<file path="src/rtl/seg7_display_driver_pkg.sv">
// seg7_pkg: shared constants, FSM encoding and digit-to-segment encoding for the
// 3-digit common-anode display driver.
package seg7_pkg;
  localparam int NUM_DIGITS = 3;
  localparam logic [1:0] ST_IDLE  = 2'd0;
  localparam logic [1:0] ST_SHIFT = 2'd1;
  localparam logic [1:0] ST_DONE  = 2'd2;
  localparam logic [6:0] SEG_BLANK = 7'h7F;
  typedef logic [3:0] bcd_t;
  // Active-low segments {g,f,e,d,c,b,a}; non-decimal nibbles show nothing
  function automatic logic [6:0] seg7_encode(input bcd_t d);
    case (d)
      4'd0: return 7'h40;
      4'd1: return 7'h79;
      4'd2: return 7'h24;
      4'd3: return 7'h30;
      4'd4: return 7'h19;
      4'd5: return 7'h12;
      4'd6: return 7'h02;
      4'd7: return 7'h78;
      4'd8: return 7'h00;
      4'd9: return 7'h10;
      default: return SEG_BLANK;
    endcase
  endfunction
endpackage

</file>
<file path="src/rtl/seg7_display_driver_if.sv">
// seg7_if: value input plus converted/display outputs of the display driver.
interface seg7_if;
  import seg7_pkg::*;
  logic [7:0]              value_in;
  logic [4*NUM_DIGITS-1:0] bcd_out;
  logic                    busy;
  logic [NUM_DIGITS-1:0]   an_n;
  logic [6:0]              seg_n;
  modport master(output value_in, input bcd_out, busy, an_n, seg_n);
  modport slave(input value_in, output bcd_out, busy, an_n, seg_n);
endinterface

</file>
<file path="src/rtl/seg7_display_driver_bin2bcd.sv">
// bin2bcd_seq: sequential double-dabble, one shift per clock, 10 cycles per accepted value.
module bin2bcd_seq
  import seg7_pkg::*;
(
  input  logic        clk,
  input  logic        rst_n,
  input  logic [7:0]  bin_in,
  output logic [11:0] bcd_out,
  output logic        busy
);
  logic [1:0]  state;
  logic [19:0] sh, adj;
  logic [2:0]  cnt;
  logic [7:0]  samp, last_val;
  always_comb begin
    adj = sh;
    for (int i = 0; i < NUM_DIGITS; i++)
      adj[8+4*i +: 4] = sh[8+4*i +: 4] >= 4'd5 ? sh[8+4*i +: 4] + 4'd3 : sh[8+4*i +: 4];
  end
  always_ff @(posedge clk or negedge rst_n)
    if (!rst_n) begin
      state    <= ST_IDLE;
      sh       <= '0;
      cnt      <= '0;
      samp     <= '0;
      last_val <= '0;
      bcd_out  <= '0;
    end else
      case (state)
        ST_IDLE: if (bin_in != last_val) begin
          sh    <= {12'b0, bin_in};
          samp  <= bin_in;
          cnt   <= '0;
          state <= ST_SHIFT;
        end
        ST_SHIFT: begin
          sh  <= {adj[18:0], 1'b0};
          cnt <= cnt + 3'd1;
          if (cnt == 3'd7) state <= ST_DONE;
        end
        default: begin
          bcd_out  <= sh[19:8];
          last_val <= samp;
          state    <= ST_IDLE;
        end
      endcase
  assign busy = state != ST_IDLE;
endmodule

</file>
<file path="src/rtl/seg7_display_driver.sv">
// seg7_display_driver: converts the counter value to BCD and scans it onto a
// time-multiplexed common-anode 3-digit 7-segment display.
module seg7_display_driver
  import seg7_pkg::*;
#(
  parameter int REFRESH_DIV = 1000,
  parameter bit BLANK_LZ    = 1'b1
) (
  input logic   clk,
  input logic   rst_n,
  seg7_if.slave bus
);
  logic [15:0]           div_cnt;
  logic [1:0]            digit_idx;
  bcd_t                  hun, ten, one, digit;
  logic                  blank;
  logic [NUM_DIGITS-1:0] an_nxt;
  bin2bcd_seq u_conv (
    .clk     (clk),
    .rst_n   (rst_n),
    .bin_in  (bus.value_in),
    .bcd_out (bus.bcd_out),
    .busy    (bus.busy)
  );
  assign {hun, ten, one} = bus.bcd_out;
  always_comb begin
    digit  = digit_idx == 2'd2 ? hun : digit_idx == 2'd1 ? ten : one;
    blank  = BLANK_LZ && hun == 4'd0 && (digit_idx == 2'd2 || (digit_idx == 2'd1 && ten == 4'd0));
    an_nxt = ~(NUM_DIGITS'(1) << digit_idx);
  end
  always_ff @(posedge clk or negedge rst_n)
    if (!rst_n) begin
      div_cnt   <= '0;
      digit_idx <= '0;
      bus.an_n  <= 3'b110;
      bus.seg_n <= 7'h40;
    end else begin
      div_cnt <= div_cnt == 16'(REFRESH_DIV - 1) ? '0 : div_cnt + 16'd1;
      if (div_cnt == 16'(REFRESH_DIV - 1))
        digit_idx <= digit_idx == 2'(NUM_DIGITS - 1) ? '0 : digit_idx + 2'd1;
      bus.an_n  <= an_nxt;
      bus.seg_n <= blank ? SEG_BLANK : seg7_encode(digit);
    end
endmodule

</file>
<file path="src/flat_wrapper.sv">
// flat-port wrapper written by rule: the top's interface ports become plain ports
module seg7_display_driver_flat import seg7_pkg::*;
#(
  parameter int REFRESH_DIV = 1000,
  parameter bit BLANK_LZ    = 1'b1
)
  (clk, rst_n, bus_value_in, bus_bcd_out, bus_busy, bus_an_n, bus_seg_n);
  seg7_if bus_i ();
  input logic clk;
  input logic rst_n;
  input wire logic [$bits(bus_i.value_in)-1:0] bus_value_in;
  output wire logic [$bits(bus_i.bcd_out)-1:0] bus_bcd_out;
  output wire logic [$bits(bus_i.busy)-1:0] bus_busy;
  output wire logic [$bits(bus_i.an_n)-1:0] bus_an_n;
  output wire logic [$bits(bus_i.seg_n)-1:0] bus_seg_n;
  assign bus_i.value_in = bus_value_in;
  assign bus_bcd_out = bus_i.bcd_out;
  assign bus_busy = bus_i.busy;
  assign bus_an_n = bus_i.an_n;
  assign bus_seg_n = bus_i.seg_n;
  seg7_display_driver #(.REFRESH_DIV(REFRESH_DIV), .BLANK_LZ(BLANK_LZ)) u_core (.clk(clk), .rst_n(rst_n), .bus(bus_i));
endmodule
</file>
<file path="config.mk">
export PLATFORM = sky130hd
export DESIGN_NAME = seg7_display_driver_flat
export DESIGN_NICKNAME = d
export VERILOG_FILES = /design/src/rtl/seg7_display_driver_pkg.sv /design/src/rtl/seg7_display_driver_if.sv /design/src/rtl/seg7_display_driver_bin2bcd.sv /design/src/rtl/seg7_display_driver.sv /design/src/flat_wrapper.sv
export SDC_FILE = /design/constraint.sdc
export NUM_CORES = 1
export LEC_CHECK = 0
export ABC_AREA = 1
export CAP_MARGIN = 25
export CORE_MARGIN = 2
export CORE_UTILIZATION = 45
export DETAILED_ROUTE_END_ITERATION = 10
export PLACE_DENSITY_LB_ADDON = 0.15
export SLEW_MARGIN = 25
export SYNTH_ARGS = -nofsm -noshare
export SYNTH_HDL_FRONTEND = slang
export SYNTH_SLANG_ARGS = --single-unit
</file>
<file path="constraint.sdc">
create_clock -name clk -period 2 [get_ports clk]
set_input_delay 0.4 -clock clk [delete_from_list [all_inputs] [get_ports clk]]
set_output_delay 0.4 -clock clk [all_outputs]
set_load 0.02 [all_outputs]
</file>
==> impl_metrics.toml <==
[run_status]
run_status = "finished clean"

[detailed_routing]
initialDrtViolationCount = 130
vias_per_cell = 4.93
ant_nets = 0
drc_markers = 0
wire_per_inst_um = 12.1
drt_pre_antenna_iters = 4
routed_wl_mm = 7.76
routed-via-count = 3161

[global_route]
grt_antenna_before_repair = 0
grt-ovfl-total = 0
grt_pass1_wl_mm = 14.0
first_global_vias = 3142
grt_max_degree = 37
gr-usage-all-layers = 0.179

[synthesis]
synth_cell_types = 30
post_synth.cell_area_avg_um2 = 8.23
synthesis.nets = 507
synthTopCellsByArea = "sky130_fd_sc_hd__dfrtp_1 (49%), sky130_fd_sc_hd__nand2_1 (12%), sky130_fd_sc_hd__o21ai_0 (5.9%), sky130_fd_sc_hd__inv_1 (5.6%), sky130_fd_sc_hd__nand3_1 (5.2%)"
async_sr_flop_fraction = 1.00
ys_seq_area_frac = 0.507
postSynthRegisterBits = 81
synthDominantCellAreaShare = 0.487
synth-main-ff-cell = "sky130_fd_sc_hd__dfrtp_1"
synth-warning-count = 0
synth_enable_flop_cells = 0
synthCells = 487
synth_area_um2 = 4010
synth_largest_area_cell = "sky130_fd_sc_hd__dfrtp_1"

[power_and_ir_drop]
vdd_ir_drop_max_uv = 823
cellLeakagePower_nw = 2.36
power_density_nw_per_um2 = 1430

[floorplanning]
floorplan.io_pins = 33
coreArea_um2 = 8680
starting_density_of_the_core = 0.462
chipHeight_um = 98.4
fp.dieW_um = 98.4
placementRows = 34
die_area_um2 = 9680

[sta]
finalSetupTns_ns = 0
relSlewSlack = 0.716
unrepaired_setup_endpoints_after_global_routing = "false"
max_clock_freq_ghz = 0.525
hold_slack_ns = 0.478
clock_skew_ns = 0.0117
worstMarginPinSlew_ns = 0.425
setup_viol_count_final = 0
final-max-slew-violation-count = 0
final.period_utilization = 0.952
period_needed_ns = 1.90
hold_violations = 0

[placement]
hpwlAfterDp_mm = 5.61
portBuffers = 32
finalWeightedCongestion = 0.835

[clocking]
tritoncts.num_buffers = 9
clk_root_buffer_cell = "sky130_fd_sc_hd__clkbuf_8"
htreeDepth = 3
clock_path_buffers = 2
clock_latency_ns = 0.35
cts.clk_slew.worst_paths_ns = 0.07
cts_tree = "done"
clock_sink_count = 81

[worst_setup_path]
cp-end-kind = "output pin"
critical-path-max-stage-delay_ns = 0.54
start_kind = "register"
worst_path_max_fanout = 3
critPathArrivalTime_ns = 1.50
critPathSlowestCell = "sky130_fd_sc_hd__clkdlybuf4s50_1"
ws_path_type = "reg2out"
cp_cell_sequence = "nor2_2 -> inv_1 -> clkdlybuf4s50_1"
crit_required_ns = 1.60

[cells_and_area]
areaGrowthSynthToFinish_pct = 18.1
leading_cell_types_in_the_layout_fill_and_taps_excluded = "sky130_fd_sc_hd__nand2_1 (127), sky130_fd_sc_hd__dfrtp_1 (78), sky130_fd_sc_hd__inv_1 (60)"
filler_cell_count = 831
mostFrequentLayoutCell = "sky130_fd_sc_hd__nand2_1"
share_of_final_layout_standard_cells_stronger_than_drive_strength_1 = 0.109
n_antenna_cell = 0
final_nets = 548

[run]
max_cap_violations = 0

[hold_path]
hp-class = "reg2reg"
==> path summary, 6_finish.rpt <==
path / from / endpoint / slack (ns) / cells past startpoint
max in group asynchronous: rst_n / u_core.u_conv.state[0]$_DFFE_PN0P_ / 0.96 / 3
hold reg to reg: u_core.div_cnt[0]$_DFF_PN0_ / u_core.div_cnt[0]$_DFF_PN0_ / 0.48 / 1
min in group asynchronous: rst_n / u_core.div_cnt[12]$_DFF_PN0_ / 0.52 / 2
setup / recovery: u_core.u_conv.state[0]$_DFFE_PN0P_ / bus_busy / 0.1 / 3
setup reg to reg: u_core.digit_idx[0]$_DFFE_PN0N_ / u_core.bus.seg_n[3]$_DFF_PN0_ / 0.23 / 10
hold / removal: u_core.div_cnt[0]$_DFF_PN0_ / u_core.div_cnt[0]$_DFF_PN0_ / 0.48 / 1
==> synthesized netlist by cell type (6+ instances only) <==
cell type	n
sky130_fd_sc_hd__ha_1	10
sky130_fd_sc_hd__dfrtp_1	78
sky130_fd_sc_hd__inv_1	60
sky130_fd_sc_hd__nand3_1	42
sky130_fd_sc_hd__nor3_1	9
sky130_fd_sc_hd__nand2_1	127
sky130_fd_sc_hd__a21oi_1	16
sky130_fd_sc_hd__xor2_1	6
sky130_fd_sc_hd__o21ai_0	47
sky130_fd_sc_hd__nand2_2	6
sky130_fd_sc_hd__buf_2	7
sky130_fd_sc_hd__nor2_1	36
sky130_fd_sc_hd__xnor2_1	6
==> report_power, final <==
| group | switching (mW) | internal, mW |
|---|---|---|
| sequential | 0.405 | 2.22 |
| clock | 0.597 | 0.775 |
| combinational | 1.60 | 1.15 |
| total | 2.60 | 4.15 |
==> repair_timing <==
item / CTS / global route
endpoints found under the hold margin: 28 / 0
gates resized for setup: 0 / 1
endpoints found under the setup margin: 0 / 1
hold buffers: 1 / 0
setup buffers: 0 / 0
==> routing by layer <==
| metal | up-vias | track usage | wire (µm) |
|---|---|---|---|
| li1 | 1625 | - | - |
| met1 | 1483 | 0.236 | 3830 |
| met2 | 45 | 0.287 | 3560 |
| met3 | 8 | 0.0358 | 230 |
| met4 | 0 | 0.0780 | 143 |
| met5 | - | 0 | 0 |
==> final cells by class <==
class / instances / area (µm²) / area share
clock buffer: 12 / 155 / 0.0328
inverter: 65 / 244 / 0.0516
multi-input combinational: 328 / 1680 / 0.355
timing repair buffer: 43 / 415 / 0.0878
sequential: 81 / 2030 / 0.429
clock inverter: 4 / 73.8 / 0.0156
tap: 108 / 135 / 0.0286
==> sequential cells by signal (all words and copies together) (netlist names) <==
signal                  count
u_core.u_conv.last_val      8
u_core.digit_idx            2
u_core.u_conv.samp          8
u_core.u_conv.state         2
u_core.div_cnt             16
u_core.u_conv.bcd_out      12
u_core.bus.an_n             3
u_core.u_conv.sh           20
u_core.u_conv.cnt           3
u_core.bus.seg_n            7
==> critical path: cells and delay by family, from the launching register on <==
family / cells / cell delay, ns
simple gates: 1 / 0.17
buf+inv: 2 / 0.60
flops: 1 / 0.39
==> per-stage QoR <==
step	total power, mW	util	std cells	setup slack, ns	cell area, µm²
finish	6.75	0.545	641	0.0951	4730
global route	7.35	0.545	641	0.0122	4730
CTS	6.83	0.545	641	0.0279	4730
detailed placement	5.42	0.517	624	-0.00108	4490
global placement	5.34	0.517	624	0.00528	4490
floorplan	4.50	-	487	0.435	4010
==> cells by family after synthesis <==
| logic type | count (synthesis) | share of synthesized area |
|---|---|---|
| flops | 81 | 0.507 |
| simple gates | 238 | 0.268 |
| xor+xnor | 12 | 0.0262 |
| fa+ha+maj | 10 | 0.0312 |
| mux | 5 | 0.0140 |
| compound gates | 63 | 0.0787 |
| buf+inv | 78 | 0.0752 |
Note: power is estimated with default switching activity, not from simulation.
